<file path="src/rtl/i2s_tdm_tx_pkg.sv">
// i2s_tdm_tx_pkg: shared types and width helpers for the I2S/TDM transmitter.
// Revision: 1.0
`default_nettype none

package i2s_tdm_tx_pkg;

  typedef enum logic {
    TDM_MODE_I2S = 1'b0,
    TDM_MODE_DSP = 1'b1
  } tdm_mode_e;

  localparam int UNDERRUN_CNT_W = 16;

  // Pointer must be able to hold NCH*SW itself (the "frame complete" value).
  function automatic int ptr_w(input int nch, input int sw);
    return $clog2(nch * sw + 1);
  endfunction

  function automatic int slot_w(input int nch);
    return (nch > 1) ? $clog2(nch) : 1;
  endfunction

  function automatic int bit_w(input int sw);
    return (sw > 1) ? $clog2(sw) : 1;
  endfunction

endpackage

`default_nettype wire

</file>
<file path="src/rtl/i2s_tdm_tx_sync_edge.sv">
// sync_edge: 2-FF synchroniser with registered rise/fall pulses and a level aligned to them.
// Revision: 1.0
`default_nettype none

module sync_edge (
  input  logic clk,
  input  logic rst,
  input  logic din,
  output logic level,
  output logic rise,
  output logic fall
);

  logic meta;
  logic sync;
  logic prev;

  always_ff @(posedge clk) begin
    if (rst) begin
      meta <= 1'b0;
      sync <= 1'b0;
      prev <= 1'b0;
      rise <= 1'b0;
      fall <= 1'b0;
    end else begin
      meta <= din;
      sync <= meta;
      prev <= sync;
      rise <= sync & ~prev;
      fall <= ~sync & prev;
    end
  end

  // prev carries the same pin sample that produced the current pulse.
  assign level = prev;

endmodule

`default_nettype wire

</file>
<file path="src/rtl/i2s_tdm_tx.sv">
// i2s_tdm_tx: frame-buffered I2S / DSP-TDM serial audio transmitter, slave to external sclk/lrclk.
// Revision: 1.0
`default_nettype none

module i2s_tdm_tx
  import i2s_tdm_tx_pkg::*;
#(
  parameter int        DW   = 24,
  parameter int        SW   = 32,
  parameter int        NCH  = 2,
  parameter tdm_mode_e MODE = TDM_MODE_I2S
) (
  input  logic                      clk,
  input  logic                      rst,
  input  logic                      en,
  input  logic [NCH*DW-1:0]         s_data,
  input  logic                      s_valid,
  output logic                      s_ready,
  input  logic                      sclk,
  input  logic                      lrclk,
  output logic                      sdo,
  output logic                      underrun,
  output logic                      frame_err,
  output logic [UNDERRUN_CNT_W-1:0] underrun_cnt
);

  localparam int PW  = ptr_w(NCH, SW);
  localparam int SLW = slot_w(NCH);
  localparam int BW  = bit_w(SW);
  localparam logic [PW-1:0] TOTAL = PW'(NCH * SW);
  localparam logic START = (MODE == TDM_MODE_DSP);

  logic sclk_level, sclk_rise, sclk_fall;
  logic lr_level, lr_rise, lr_fall;
  logic unused_sync;

  sync_edge u_sync_sclk (
    .clk(clk), .rst(rst), .din(sclk),
    .level(sclk_level), .rise(sclk_rise), .fall(sclk_fall)
  );

  sync_edge u_sync_lrclk (
    .clk(clk), .rst(rst), .din(lrclk),
    .level(lr_level), .rise(lr_rise), .fall(lr_fall)
  );

  assign unused_sync = ^{sclk_level, lr_rise, lr_fall};

  logic                  lr_last;
  logic [NCH*DW-1:0]     hold;
  logic                  hold_full;
  logic [DW-1:0]         frame [NCH];
  logic                  first;
  logic                  active;
  logic                  ovf;
  logic [PW-1:0]         ptr;
  logic [SLW-1:0]        slot;
  logic [BW-1:0]         bitc;

  logic                  frame_start;
  logic                  xfer;
  logic                  hold_full_n;
  logic [DW-1:0]         sample;
  logic [DW-1:0]         shifted;
  logic                  cur_bit;

  assign frame_start = sclk_rise && (lr_level != lr_last) && (lr_level == START);
  assign xfer        = s_valid && s_ready;

  always_comb begin
    hold_full_n = hold_full;
    if (xfer)
      hold_full_n = 1'b1;
    else if (frame_start && en && hold_full)
      hold_full_n = 1'b0;
  end

  // Offsets at or beyond DW shift everything out, giving the zero padding for free.
  assign sample  = frame[slot];
  assign shifted = sample << bitc;
  assign cur_bit = shifted[DW-1];

  always_ff @(posedge clk) begin
    if (rst) begin
      lr_last      <= START;
      hold         <= '0;
      hold_full    <= 1'b0;
      s_ready      <= 1'b0;
      for (int c = 0; c < NCH; c++) frame[c] <= '0;
      first        <= 1'b1;
      active       <= 1'b0;
      ovf          <= 1'b0;
      ptr          <= '0;
      slot         <= '0;
      bitc         <= '0;
      sdo          <= 1'b0;
      underrun     <= 1'b0;
      frame_err    <= 1'b0;
      underrun_cnt <= '0;
    end else begin
      underrun  <= 1'b0;
      frame_err <= 1'b0;
      if (sclk_rise) lr_last <= lr_level;
      if (xfer) hold <= s_data;
      hold_full <= hold_full_n;
      s_ready   <= !hold_full_n;

      if (!en) begin
        active <= 1'b0;
        first  <= 1'b1;
        sdo    <= 1'b0;
        ovf    <= 1'b0;
        ptr    <= '0;
        slot   <= '0;
        bitc   <= '0;
      end else if (frame_start) begin
        if (hold_full) begin
          for (int c = 0; c < NCH; c++) frame[c] <= hold[c*DW +: DW];
        end else begin
          for (int c = 0; c < NCH; c++) frame[c] <= '0;
          underrun <= 1'b1;
          if (underrun_cnt != '1) underrun_cnt <= underrun_cnt + 1'b1;
        end
        // ovf marks a long frame, whose pointer is parked at TOTAL.
        if (!first && (ptr != TOTAL || ovf)) frame_err <= 1'b1;
        first  <= 1'b0;
        active <= 1'b1;
        ovf    <= 1'b0;
        ptr    <= '0;
        slot   <= '0;
        bitc   <= '0;
      end else if (sclk_fall && active) begin
        if (ptr < TOTAL) begin
          sdo <= cur_bit;
          ptr <= ptr + 1'b1;
          if (bitc == BW'(SW - 1)) begin
            bitc <= '0;
            slot <= slot + 1'b1;
          end else begin
            bitc <= bitc + 1'b1;
          end
        end else begin
          sdo <= 1'b0;
          ovf <= 1'b1;
        end
      end
    end
  end

endmodule

`default_nettype wire

</file>
<file path="config.mk">
export PLATFORM = sky130hd
export DESIGN_NAME = i2s_tdm_tx
export DESIGN_NICKNAME = d
export VERILOG_FILES = /design/src/rtl/i2s_tdm_tx_pkg.sv /design/src/rtl/i2s_tdm_tx_sync_edge.sv /design/src/rtl/i2s_tdm_tx.sv
export SDC_FILE = /design/constraint.sdc
export NUM_CORES = 1
export LEC_CHECK = 0
export ABC_AREA = 1
export BUFFER_PORTS_ARGS = -buffer_cell sky130_fd_sc_hd__buf_2
export CORE_MARGIN = 2
export CORE_UTILIZATION = 29
export DETAILED_ROUTE_END_ITERATION = 8
export HOLD_SLACK_MARGIN = 0.08
export PLACE_DENSITY = 0.46
export SYNTH_ARGS = -nofsm -noshare
export SYNTH_HDL_FRONTEND = slang
export SYNTH_SLANG_ARGS = --single-unit
</file>
<file path="constraint.sdc">
create_clock -name clk -period 3.98 [get_ports clk]
set_clock_uncertainty 0.2 [all_clocks]
set_input_delay 0.398 -clock clk [delete_from_list [all_inputs] [get_ports clk]]
set_output_delay 0.398 -clock clk [all_outputs]
set_load 0.01 [all_outputs]
</file>
* After elaboration in Yosys (flattened, before gate mapping)
Memory sizes are Yosys's and may differ from the RTL's. A register that Yosys moved wholly into a read port is not among the register bits.
Cells that the tools add are included.
** Word-level totals
- Memories :: 1
- Register bits after elaboration :: 94
- Bits in writable memories :: 48
- Logic and storage cells :: 87
- Input port bits :: 54
- Output and inout bits :: 20
** Cells by class
- Magnitude comparators :: 1
- Add/sub/neg operators :: 4
- Eq/ne operators :: 4
- Shift-type cells :: 1
- Muxes and demuxes :: 23
- Reductions and logical operators :: 18
- Bitwise logic cells :: 13
** Memory list
- frame :: depth 2, bits a word 24, read ports 1, clocked after Yosys merged registers in 1, write ports 2, RTL line i2s_tdm_tx.sv:52 : logic [DW-1:0] frame [NCH];
** Operators with widths (number)
- $mux W24 :: 4
- $shl A24 B5 Y24 :: 1
- $mux W1 :: 18
- $add A16 B1 Y16 const B :: 1
- $ne A16 B16 Y1 const B :: 1
- $add A7 B1 Y7 const B :: 1
- $logic_and A1 B1 Y1 :: 7
- $lt A7 B7 Y1 const B :: 1
- $ne A7 B7 Y1 const B :: 1
- $not A1 Y1 :: 7
- $reduce_and A2 Y1 :: 3
- $reduce_or A3 Y1 :: 2
- $add A5 B1 Y5 const B :: 1
- $eq A5 B5 Y1 const B :: 1
- $mux W5 :: 1
- $or A1 B1 Y1 :: 4
- $reduce_and A4 Y1 :: 1
- $reduce_and A3 Y1 :: 1
- $and A1 B1 Y1 :: 2
- $logic_not A1 Y1 :: 2
- $reduce_or A2 Y1 :: 1
- $add A1 B1 Y1 const B :: 1
- $logic_or A1 B1 Y1 :: 1
- $ne A1 B1 Y1 :: 1

* Depth between registers and ports, before layout
Gate-level depths: netlist of run 1.
- Word-level depth :: 9
- Depth in mapped cells :: 13
- Gate-level depth less buffers :: 11

* Cells and area by module
A second synthesis of run 1 with hierarchy kept.
** Second synthesis, totals
- Cells, all modules :: 680
- Area total of the unflattened synthesis :: 5859.4 sq um
** Modules (own cells, without submodules)
- i2s_tdm_tx :: cells an instance 650, area an instance 5579.1 sq um, times used 1, sequential area each 3183.1 sq um
- sync_edge :: cells an instance 15, area an instance 140.1 sq um, times used 2, sequential area each 100.1 sq um

* Least setup slack after synthesis of run 1
Ideal clock, no wire load.
- Path type :: input to register
- Start :: input rst
- End :: memory frame[0][0] (enable)
- Data required time :: 3196 ps
- Slack :: 1485 ps
- Data arrival time :: 1711 ps
- Setup time :: 584 ps
- Cell stages on the path :: 4
- Path buffers :: 2
- Cell sequence :: buf_2 > inv_2 > clkbuf_1 > nand2_1
** RTL lines
- start: declaration :: RTL line i2s_tdm_tx.sv:14 : input logic rst,
- end: declaration :: RTL line i2s_tdm_tx.sv:52

* Worst setup path in the final report of run 1
- Start :: register underrun_cnt[0]
- End :: register underrun_cnt[8]
** On the way
- Word-level cells in the longest chain between the ends :: 2
- Elaborated cells between the ends (all ways) :: 3
- Those cells by class :: add/sub: 1; eq/ne: 1; reduce/logical: 1
** Ends and longest elaborated chain
- start: declaration :: RTL line i2s_tdm_tx.sv:24 : output logic [UNDERRUN_CNT_W-1:0] underrun_cnt
- start signal: assignment :: RTL line i2s_tdm_tx.sv:122 : if (underrun_cnt != '1) underrun_cnt <= underrun_cnt + 1'b1;
- parallel branches: the longest is 2 deep, another holds $add A16 B1 Y16
Parallel ways; which one is timed is not known.
A chain may end at the register's enable or synchronous reset.

==> results of run 1 <==
layout make-up:
cell class | instances | area (sq um)
Fill cell | 2087 | 12200
Sequential cell | 143 | 3340
Multi-Input combinational cell | 406 | 1940
Timing Repair Buffer | 121 | 836
Clock buffer | 18 | 429
Inverter | 97 | 364
Tap cell | 265 | 332
Clock inverter | 14 | 118
kinds of logic after synthesis:
kind of cell,share of synthesized area (%)
AOI/OAI and AO/OA,12.7
xor gates and xnor gates,0.910
adders and majority gates,1.08
buffers and inverters,8.65
DFF,57.9
and+or+nand+nor,18.8
repair_timing:
action                                 in CTS  in global routing
buffers inserted                            0                  0
endpoints found under the hold margin      44                  0
hold buffers                               44                  0
registers in the layout, indices dropped and copies added (netlist names), 5 cells and up, named ones only:
name and count:
frame 48, bitc 5, ptr 7, hold 48, underrun_cnt 16
cells in the final DEF, fill, tap and decap left out, drive strengths merged, types with 18 or more instances in the layout:
cell	n
dlygate4sd3	44
nand2	95
buf	77
o21ai	65
clkbuf	18
inv	100
nor3	18
a21oi	74
nor2	80
edfxtp	48
dfxtp	95
nand3	48
where the power goes:
part	internal [mW]	leakage (nW)	switching, mW	total (mW)
registers	1.56	1.27	0.0176	1.58
clock network	0.856	0.256	0.608	1.46
logic	0.0790	1.34	0.102	0.181
total	2.50	2.87	0.728	3.23
per-stage QoR:
| stage | total power [mW] | hold WS (ns) | worst slack [ns] | utilization [%] | area, sq um |
|---|---|---|---|---|---|
| floorplan | 1.70 | 0.188 | 1.48 | - | 5770 |
| global placement | 1.76 | 0.193 | 1.38 | 32.6 | 6370 |
| detailed placement | 1.76 | 0.196 | 1.30 | 32.6 | 6370 |
| CTS | 3.28 | 0.0867 | 1.73 | 37.7 | 7360 |
| global route | 3.38 | 0.105 | 1.47 | 37.7 | 7360 |
| finish | 3.23 | 0.0928 | 1.76 | 37.7 | 7360 |
critical path, stage by stage, from the launching register on:
cell and delay [ns]:
sky130_fd_sc_hd__dfxtp_1 0.43, sky130_fd_sc_hd__ha_1 0.21, sky130_fd_sc_hd__nand2_1 0.11, sky130_fd_sc_hd__nor3_4 0.27
sky130_fd_sc_hd__nand4_1 0.14, sky130_fd_sc_hd__nand2_2 0.19, sky130_fd_sc_hd__inv_2 0.15, sky130_fd_sc_hd__nand2_1 0.15
sky130_fd_sc_hd__nor2_1 0.06, sky130_fd_sc_hd__a21oi_1 0.12, sky130_fd_sc_hd__nor3_1 0.06
how the worst max path moves through the flow:
stage | from | end | cells past startpoint
2_1_floorplan | rst | frame[0][0] | 4
3_3_place_gp | rst | frame[0][5] | 7
3_5_place_dp | rst | frame[1][13] | 7
4_1_cts | rst | frame[0][17] | 7
5_1_grt | rst | frame[0][17] | 7
6_report | underrun_cnt[0] | underrun_cnt[8] | 10
per-layer routing:
metal  routed length [microns]  vias to the layer above  global-route usage (%)
met2                      6430                       74                    21.7
met5                         0                        -                       0
li1                          -                     2433                       -
met3                       418                        8                    3.71
met1                      6480                     2140                    17.3
met4                       113                        0                    4.71
==> impl_summary.txt, run 1 <==
----------------------------------------------------
[Run status]
  Status ... finished, final reports clean

[Synth]
  Fraction of registers with async set or reset after synthesis ... 0%
  Yosys top cell area share ... 32.9%
  Library cell with the highest instance count after synthesis ... sky130_fd_sc_hd__dfxtp_1
  Summed instance area of the synthesized netlist ... 5770 sq um
  Number of distinct library cell variants in the gate-level netlist after synthesis ... 30
  Cells after Synth ... between 600 and 700
  Most used flip-flop cell after synthesis ... sky130_fd_sc_hd__dfxtp_1
  Count of flip-flops with a built-in enable after synthesis ... 48
  Top post-synthesis cells by count ... sky130_fd_sc_hd__dfxtp_1, sky130_fd_sc_hd__inv_1, sky130_fd_sc_hd__nand2_1, sky130_fd_sc_hd__nor2_1, sky130_fd_sc_hd__a21oi_1
  Synthesized netlist net count ... 737
  Post-Synthesis Mean Instance Area ... 8.52 sq um
  Number of warnings reported in the yosys synthesis log ... 0
  Top cells by area in the synthesized netlist ... sky130_fd_sc_hd__dfxtp_1, sky130_fd_sc_hd__edfxtp_1, sky130_fd_sc_hd__a21oi_1, sky130_fd_sc_hd__inv_1, sky130_fd_sc_hd__nand2_1
  Sequential element share of the synthesized area ... 57.9%
  Largest area contributor in the synthesized netlist ... sky130_fd_sc_hd__dfxtp_1
  Synthesized flop and latch total ... 143

[Drt]
  ANT nets after route ... 0
  DR vias/cell ... 4.38
  Total iterations of the first detailed-routing run ... 4
  DRC viols ... 0
  Iteration-0 DRC Markers ... 307
  Final wirelength ... 13400 microns
  Average wire length per cell after detail routing ... 12.6 microns
  Number of vias after detailed routing ... approximately 4700

[Min path]
  Count of cells along the worst hold path ... 3
  Worst min-delay path endpoint ... hold[32]
  Worst hold path startpoint ... s_data[32]
  Worst hold path class ... in -> reg

[Global routing]
  Number of antenna violations at the first check in global routing ... 0
  Via count of the first global-routing pass ... 4690
  Maximum number of pins on one net before global-route repair ... 70
  Overall overflow remaining after global route ... 0
  Wire length of the first global-routing pass ... 22700 microns
  Global routing usage summed across all routing layers ... between 10% and 20%

[Worst setup path]
  Endpoint of the worst-slack reg-to-reg timing path ... underrun_cnt[8]
  Setup crit start kind ... register
  Type of the setup path with the least slack ... reg -> reg
  Endpoint kind of the worst setup timing path ... register
  RR Startpoint ... underrun_cnt[0]
  Required time worst endpoint ... 4.07 ns
  Maximum fanout encountered on the critical timing path ... 13
  Arrival time at the worst endpoint ... approximately 2.3 ns
  R2r worst-path depth ... 10
  Worst-case register-to-register setup slack ... 1.76 ns

[Floorplanning]
  Standard-cell rows ... between 50 and 60
  I/O pin count ... 74
  Starting density of the core ... between 20% and 30%
  Area enclosed by the die boundary ... ~21000 sq um
  Horizontal die dimension ... 145 microns
  Die Span Y ... approximately 150 microns
  Core area ... 19500 sq um

[Clock network]
  Root cell of the clock tree ... sky130_fd_sc_hd__clkbuf_16
  Number of H-tree branching levels ... 4
  Clock tree from TritonCTS ... done
  Clock slew seen by the registers of the worst setup and hold paths ... approximately 0.060 ns
  Maximum buffer depth of the clock tree ... 2
  Number of buffers added by the clock tree synthesis step ... 17
  Number of cells upsized or downsized after cts ... 0
  Clock insertion delay at the later pin of the skew report ... between 0.4 and 0.5 ns
  TritonCTS Sinks ... 143

[Timing]
  Final period utilization ... a little under three fifths
  Pins Over Slew Limit ... 0
  Final-report hold violation count ... 0
  Summed negative setup slack over all endpoints ... 0 ns
  Post-layout min period ... 2.22 ns
  Setup Viol. Count Final ... 0
  Worst-Margin Slew ... 1.08 ns
  Worst-case headroom to the max-slew limit ... 27.9%
  Unrepaired setup endpoints after global routing ... no
  Fmax ... 451 MHz

[Finish]
  Fraction of layout instances using a drive strength above 1 ... 14.8%
  Number of nets in the layout ... between 800 and 900
  Final non-filler cell total ... approximately 1100
  ANT cells ... 0
  Area growth from synthesis to layout ... 27.4%

[Placed design]
  Routability congestion estimate ... 0.861
  Detailed-placement wirelength estimate ... 9210 microns
  Number of buffers inserted by port buffering ... 73
  Number of cells after detailed placement ... 988

[Flow run]
  Total of max-cap violations ... 0

[Pwr]
  Peak ir drop on the vdd network ... 0.284 mV
  Lkg Pwr ... 2.87 nW
  Power density over the cells ... roughly 440 nW/um^2

----------------------------------------------------
No activity file was read; power rests on OpenSTA's default activity.
==> run 2, diff against run 1 <==
==> constraint.sdc (replaced) <==
create_clock -name clk -period 2.2 [get_ports clk]
set_clock_uncertainty 0.2 [all_clocks]
set_input_delay 0.22 -clock clk [delete_from_list [all_inputs] [get_ports clk]]
set_output_delay 0.22 -clock clk [all_outputs]
set_load 0.01 [all_outputs]
==> run 2 against run 1 <==
- sequential power is 81% higher
- cell count is 1.8% higher
- total power is 92% higher
- highest routed layer unchanged
- global-route usage is 0.32 points lower
- design area is 3.9% higher
- register-to-register slack worse by 1.5 ns
- maximum frequency is 13% higher
- via count is 2.2% higher
- critical path type unchanged
==> impl_summary.txt, run 2 (synthesis results as in run 1) <==
----------------------------------------------------
[Worst setup path]
  Type of the setup path with the least slack ... reg -> reg
  Arrival time at the worst endpoint ... 2.08 ns (-0.23 ns)
  RR Startpoint ... underrun_cnt[0]
  Crit. Startpoint ... underrun_cnt[0]
  Required time worst endpoint ... 2.31 ns (-1.76 ns)
  Endpoint kind of the worst setup timing path ... register
  Maximum fanout encountered on the critical timing path ... 13 (unchanged)
  Setup crit start kind ... register

[Finish]
  Number of nets in the layout ... 864 (+2.2%)
  Leading registers by flop count ... frame (48), hold (48), underrun_cnt (16)
  Area growth from synthesis to layout ... 32.4%
  ANT cells ... 0 (unchanged)
  Fraction of layout instances using a drive strength above 1 ... 15.8% (+1.0 points)
  Top library cells by usage in the layout, fill and taps aside ... sky130_fd_sc_hd__dfxtp_1, sky130_fd_sc_hd__inv_1, sky130_fd_sc_hd__nand2_1, sky130_fd_sc_hd__nor2_1, sky130_fd_sc_hd__a21oi_1
  Summed area of non-filler cells in the final layout ... 7640 sq um (+3.9%)
  Most common cell after layout, fill and taps aside ... sky130_fd_sc_hd__dfxtp_1

[Global routing]
  Wire length of the first global-routing pass ... 22400 microns (-1.3%)
  Overall overflow remaining after global route ... 0 (unchanged)
  Global routing usage summed across all routing layers ... 13.1% (-0.32 points)
  Number of antenna violations at the first check in global routing ... 0 (unchanged)
  Maximum number of pins on one net before global-route repair ... 98 (+40%)
  Via count of the first global-routing pass ... 4654 (-0.77%)

[Clock network]
  Clock tree from TritonCTS ... done
  Number of buffers added by the clock tree synthesis step ... 17 (unchanged)
  Maximum buffer depth of the clock tree ... 2 (unchanged)
  TritonCTS Sinks ... 143 (unchanged)
  Clock insertion delay at the later pin of the skew report ... 0.42 ns (about the same)
  Clock slew seen by the registers of the worst setup and hold paths ... 0.06 ns (about the same)
  Root cell of the clock tree ... sky130_fd_sc_hd__clkbuf_16
  Number of H-tree branching levels ... 4 (unchanged)

[Drt]
  ANT nets after route ... 0 (unchanged)
  DRC viols ... 0 (unchanged)
  Final wirelength ... 13500 microns (+0.20%)
  Number of vias after detailed routing ... 4757 (+2.2%)
  Average wire length per cell after detail routing ... 12.4 microns (-1.6%)
  DR vias/cell ... 4.39 (+0.40%)
  Total iterations of the first detailed-routing run ... 4 (unchanged)
  Iteration-0 DRC Markers ... 309 (+0.65%)

[Run status]
  Status ... finished, final reports clean

[Floorplanning]
  Die Span Y ... 145 microns (unchanged)
  Core area ... 19500 sq um (unchanged)
  Horizontal die dimension ... 145 microns (unchanged)
  Area enclosed by the die boundary ... 21100 sq um (unchanged)
  Starting density of the core ... 29.6% (unchanged)
  Standard-cell rows ... 51 (unchanged)
  I/O pin count ... 74 (unchanged)

[Flow run]
  Total of max-cap violations ... 0 (unchanged)

[Timing]
  Final period utilization ... 89.5% (+34 points)
  Worst-Margin Slew ... 0.475 ns (-0.602 ns)
  Summed negative setup slack over all endpoints ... 0 ns (unchanged)
  Setup Viol. Count Final ... 0 (unchanged)
  Worst-case headroom to the max-slew limit ... 68.3% (+40 points)
  Final-report hold violation count ... 0 (unchanged)
  Post-layout min period ... 1.97 ns (-0.249 ns)
  Unrepaired setup endpoints after global routing ... no
  Fmax ... 508 MHz (+13%)
  Pins Over Slew Limit ... 0 (unchanged)

[Placed design]
  Detailed-placement wirelength estimate ... 9270 microns (+0.73%)
  Placed standard-cell area ... 6460 sq um (+1.5%)
  Routability congestion estimate ... 0.855 (-0.65%)
  Number of buffers inserted by port buffering ... 73 (unchanged)

[Pwr]
  Power density over the cells ... 810 nW/um^2 (+85%)
  Peak ir drop on the vdd network ... 0.531 mV (+87%)
  Lkg Pwr ... 3.02 nW (+5.3%)

[Min path]
  Worst hold path startpoint ... s_valid
  Worst hold path class ... in -> reg

----------------------------------------------------
[run 2: cell count changes in the layout (fill, tap and decap cells not counted)]
cell / delta
sky130_fd_sc_hd__dlygate4sd3_1: +10
sky130_fd_sc_hd__buf_4: +7
sky130_fd_sc_hd__clkbuf_16: +4
sky130_fd_sc_hd__clkinvlp_4: -3
sky130_fd_sc_hd__inv_4: +3
sky130_fd_sc_hd__buf_12: +2
sky130_fd_sc_hd__clkbuf_1: -1
sky130_fd_sc_hd__clkbuf_8: +1
sky130_fd_sc_hd__clkinv_1: -1
sky130_fd_sc_hd__clkinv_2: -1
sky130_fd_sc_hd__inv_2: -1
sky130_fd_sc_hd__inv_6: -1
sky130_fd_sc_hd__nor3_2: -1
sky130_fd_sc_hd__nor3_4: +1
[run 2: area by class of cell]
cell class / count / area, sq um
Tap cell: 265 / 332
Multi-Input combinational cell: 406 / 1940
Inverter: 97 / 367
Fill cell: 2038 / 11900
Clock inverter: 10 / 90.1
Sequential cell: 143 / 3340
Timing Repair Buffer: 140 / 1030
Clock buffer: 22 / 539
[run 2: worst paths after layout]
path | end | slack, ns | cells after the start
worst max-delay path | underrun_cnt[8] | 0.23 | 10
worst max register to register | underrun_cnt[8] | 0.23 | 10
worst min register to register | u_sync_lrclk.level | 0.21 | 2
worst min-delay path | hold[43] | 0.17 | 4
[run 2: worst max-delay path, cell delays in order (launching register included)]
cell and delay (ns):
sky130_fd_sc_hd__dfxtp_1 0.40, sky130_fd_sc_hd__ha_1 0.19, sky130_fd_sc_hd__nand2_1 0.10, sky130_fd_sc_hd__nor3_4 0.18, sky130_fd_sc_hd__nand4_1 0.11, sky130_fd_sc_hd__nand2_2 0.19
sky130_fd_sc_hd__inv_4 0.10, sky130_fd_sc_hd__nand2_1 0.13, sky130_fd_sc_hd__nor2_1 0.05, sky130_fd_sc_hd__a21oi_1 0.12, sky130_fd_sc_hd__nor3_1 0.06
[run 2: power breakdown]
group          switching (mW)  total, mW  internal, mW
logic                   0.183      0.347         0.164
registers              0.0325       2.86          2.83
clock network            1.13       2.99          1.86
total                    1.34       6.19          4.85
[run 2: repair_timing]
item / 4_1_cts / 5_1_grt
setup endpoints to repair: 0 / 2
endpoints found under the hold margin: 70 / 0
buffers inserted: 0 / 0
gates resized for setup: 0 / 2
hold buffers: 54 / 0
[run 2: per-stage QoR]
stage	instances	utilization (%)	total power [mW]	hold slack (ns)	worst slack, ns
4_1_cts	1083	39.1	6.28	0.159	0.155
3_5_place_dp	997	33.1	3.20	0.201	0.186
2_1_floorplan	678	-	3.07	0.127	0.284
6_report	1083	39.1	6.19	0.167	0.231
3_3_place_gp	997	33.1	3.19	0.196	0.265
5_1_grt	1083	39.1	6.42	0.204	0.0311
[run 2: routing by layer]
layer / up-vias / share of wire, % / global-route usage [%]
met5: - / 0 / 0
met4: 0 / 1.7 / 5.10
met3: 22 / 3.7 / 3.46
met2: 77 / 45 / 20.8
met1: 2197 / 49 / 17.1
li1: 2461 / - / -
==> run 3, diff against run 2 <==
--- a/config.mk
+++ b/config.mk
@@ -7,11 +7,13 @@
 export LEC_CHECK = 0
 export ABC_AREA = 1
 export BUFFER_PORTS_ARGS = -buffer_cell sky130_fd_sc_hd__buf_2
+export CELL_PAD_IN_SITES_DETAIL_PLACEMENT = 0
+export CELL_PAD_IN_SITES_GLOBAL_PLACEMENT = 1
 export CORE_MARGIN = 2
 export CORE_UTILIZATION = 29
 export DETAILED_ROUTE_END_ITERATION = 8
 export HOLD_SLACK_MARGIN = 0.08
-export PLACE_DENSITY = 0.46
+export PLACE_DENSITY = 0.57
 export SYNTH_ARGS = -nofsm -noshare
 export SYNTH_HDL_FRONTEND = slang
 export SYNTH_SLANG_ARGS = --single-unit
==> run 3 against run 2 <==
- global-route usage grew 0.12 points
- critical path type is now in -> reg
- combinational power grew 8.9%
- via count grew 1.5%
- sequential share of layout area shrank 0.43 points
- register-to-register slack lost 0.13 ns
==> impl_summary.txt, run 3 (synthesis results as in run 1) <==
----------------------------------------------------
[Worst setup path]
  Arrival time at the worst endpoint ... 2.27 ns (+0.19 ns)
  Required time worst endpoint ... 2.36 ns (+0.05 ns)
  Setup crit start kind ... primary input
  Maximum fanout encountered on the critical timing path ... 10 (-3)
  Endpoint kind of the worst setup timing path ... register
  Type of the setup path with the least slack ... in -> reg

[Timing]
  Final period utilization ... 96.0% (+6.5 points)
  Setup Viol. Count Final ... 0 (unchanged)
  Summed negative setup slack over all endpoints ... 0 ns (unchanged)
  Fmax ... 474 MHz (-6.7%)
  Worst-Margin Slew ... 0.465 ns (-0.00979 ns)
  Post-layout min period ... 2.11 ns (+0.142 ns)
  Worst-case headroom to the max-slew limit ... 69.0% (+0.65 points)
  Final-report hold violation count ... 0 (unchanged)
  Pins Over Slew Limit ... 0 (unchanged)
  Hold WS ... 0.203 ns (+0.0359 ns)

[Pwr]
  Peak ir drop on the vdd network ... 0.525 mV (-1.1%)
  Power density over the cells ... 778 nW/um^2 (-4.0%)
  Clock network fraction of design power ... 46.1% (-2.1 points)
  Combinational fraction of design power ... 6.3% (+0.7 points)
  Total net switching power ... 1.31 mW (-2.3%)
  Lkg Pwr ... 3.05 nW (+0.88%)
  Total power ... 6.01 mW (-3.0%)
  Internal power of the cells ... 4.69 mW (-3.2%)
  Switching part of the total power ... 21.8% (+0.16 points)
  Portion of total power attributed to sequential cells ... 47.6% (+1.4 points)

[Floorplanning]
  Starting density of the core ... 29.6% (unchanged)
  Area enclosed by the die boundary ... 21100 sq um (unchanged)
  Core area ... 19500 sq um (unchanged)
  Die Span Y ... 145 microns (unchanged)
  Horizontal die dimension ... 145 microns (unchanged)
  Standard-cell rows ... 51 (unchanged)
  I/O pin count ... 74 (unchanged)

[Clock network]
  Number of H-tree branching levels ... 4 (unchanged)
  Root cell of the clock tree ... sky130_fd_sc_hd__clkbuf_16
  Clock tree from TritonCTS ... done
  Clock insertion delay at the later pin of the skew report ... 0.43 ns (about the same)
  Maximum buffer depth of the clock tree ... 2 (unchanged)
  Number of buffers added by the clock tree synthesis step ... 17 (unchanged)
  Clock slew seen by the registers of the worst setup and hold paths ... 0.06 ns (about the same)
  TritonCTS Sinks ... 143 (unchanged)

[Placed design]
  Number of buffers inserted by port buffering ... 73 (unchanged)
  Routability congestion estimate ... 0.789 (-7.8%)
  Number of cells after detailed placement ... 994 (-0.30%)
  Detailed-placement wirelength estimate ... 9340 microns (+0.71%)

[Drt]
  Iteration-0 DRC Markers ... 215 (-30%)
  DRC viols ... 0 (unchanged)
  Average wire length per cell after detail routing ... 12.4 microns (-0.67%)
  DR vias/cell ... 4.40 (+0.18%)
  ANT nets after route ... 0 (unchanged)
  Total iterations of the first detailed-routing run ... 6 (+2)
  Number of vias after detailed routing ... 4827 (+1.5%)
  Final wirelength ... 13500 microns (+0.62%)

[Finish]
  Top library cells by usage in the layout, fill and taps aside ... sky130_fd_sc_hd__dfxtp_1, sky130_fd_sc_hd__inv_1, sky130_fd_sc_hd__nand2_1, sky130_fd_sc_hd__nor2_1, sky130_fd_sc_hd__a21oi_1
  Area growth from synthesis to layout ... 33.7%
  Fraction of layout instances using a drive strength above 1 ... 15.3% (-0.51 points)
  Number of fill cells in the layout ... 2037 (-0.049%)
  Final non-filler cell total ... 1097 (+1.3%)
  Most common cell after layout, fill and taps aside ... sky130_fd_sc_hd__dfxtp_1
  Number of nets in the layout ... 878 (+1.6%)
  Leading registers by flop count ... frame (48), hold (48), underrun_cnt (16)
  ANT cells ... 0 (unchanged)

[Global routing]
  Global routing usage summed across all routing layers ... 13.2% (+0.12 points)
  Wire length of the first global-routing pass ... 22500 microns (+0.49%)
  Via count of the first global-routing pass ... 4657 (+0.064%)
  Maximum number of pins on one net before global-route repair ... 85 (-13%)
  Overall overflow remaining after global route ... 0 (unchanged)
  Number of antenna violations at the first check in global routing ... 0 (unchanged)

[Flow run]
  Total of max-cap violations ... 0 (unchanged)

[Min path]
  Worst hold path class ... reg -> reg

[Run status]
  Status ... finished, final reports clean

----------------------------------------------------
run 3: worst paths after layout:
check / start / cells past startpoint / endpoint / slack (ns)
max: rst / 7 / hold[28] / 0.09
min reg2reg: u_sync_lrclk.sync / 2 / u_sync_lrclk.level / 0.20
max reg2reg: s_ready / 5 / hold[27] / 0.10
min: u_sync_lrclk.sync / 2 / u_sync_lrclk.level / 0.20
run 3: power groups by stage:
stage,clock (mW),combinational [mW],sequential (mW)
after floorplan,0,0.169,2.91
after global placement,0,0.273,2.92
after detailed placement,0,0.280,2.92
after CTS,2.83,0.371,2.86
after global routing,2.94,0.428,2.87
final,2.77,0.378,2.86
run 3: metrics by stage:
step	utilization [%]	worst slack, ns	instance area, sq um
after floorplan	-	0.284	5780
after global placement	33.0	0.256	6440
after detailed placement	33.0	0.194	6440
after CTS	39.2	0.0224	7660
after global routing	39.5	-0.000857	7720
final	39.5	0.0883	7720
run 3: critical path, cell delays in order:
cell                            delay (ns)
sky130_fd_sc_hd__dlygate4sd3_1        0.53
sky130_fd_sc_hd__buf_2                0.14
sky130_fd_sc_hd__clkinv_4             0.08
sky130_fd_sc_hd__o21ai_1              0.06
sky130_fd_sc_hd__dlygate4sd3_1        0.56
sky130_fd_sc_hd__a21oi_1              0.12
sky130_fd_sc_hd__dlygate4sd3_1        0.56
run 3: per-layer routing:
metal	vias up	global-route usage, %	wire length [microns]
met5	-	0	0
met4	0	5.78	259
met2	74	20.8	6100
met3	21	2.92	384
met1	2239	17.6	6800
li1	2493	-	-
run 3: what timing repair did:
action,4_1_cts,5_1_grt
hold buffers,65,1
setup buffers,0,5
hold endpoints to repair,71,2
endpoints found under the setup margin,0,8
resized for setup,0,5
run 3: area by class of cell:
| class | instances | area [sq um] | share of cell area [%] |
|---|---|---|---|
| clock inverter | 12 | 119 | 1.54 |
| multi-input combinational | 406 | 1940 | 25.2 |
| tap | 265 | 332 | 4.30 |
| sequential | 143 | 3340 | 43.3 |
| inverter | 97 | 372 | 4.82 |
| clock buffer | 20 | 447 | 5.79 |
| timing repair buffer | 154 | 1160 | 15.1 |
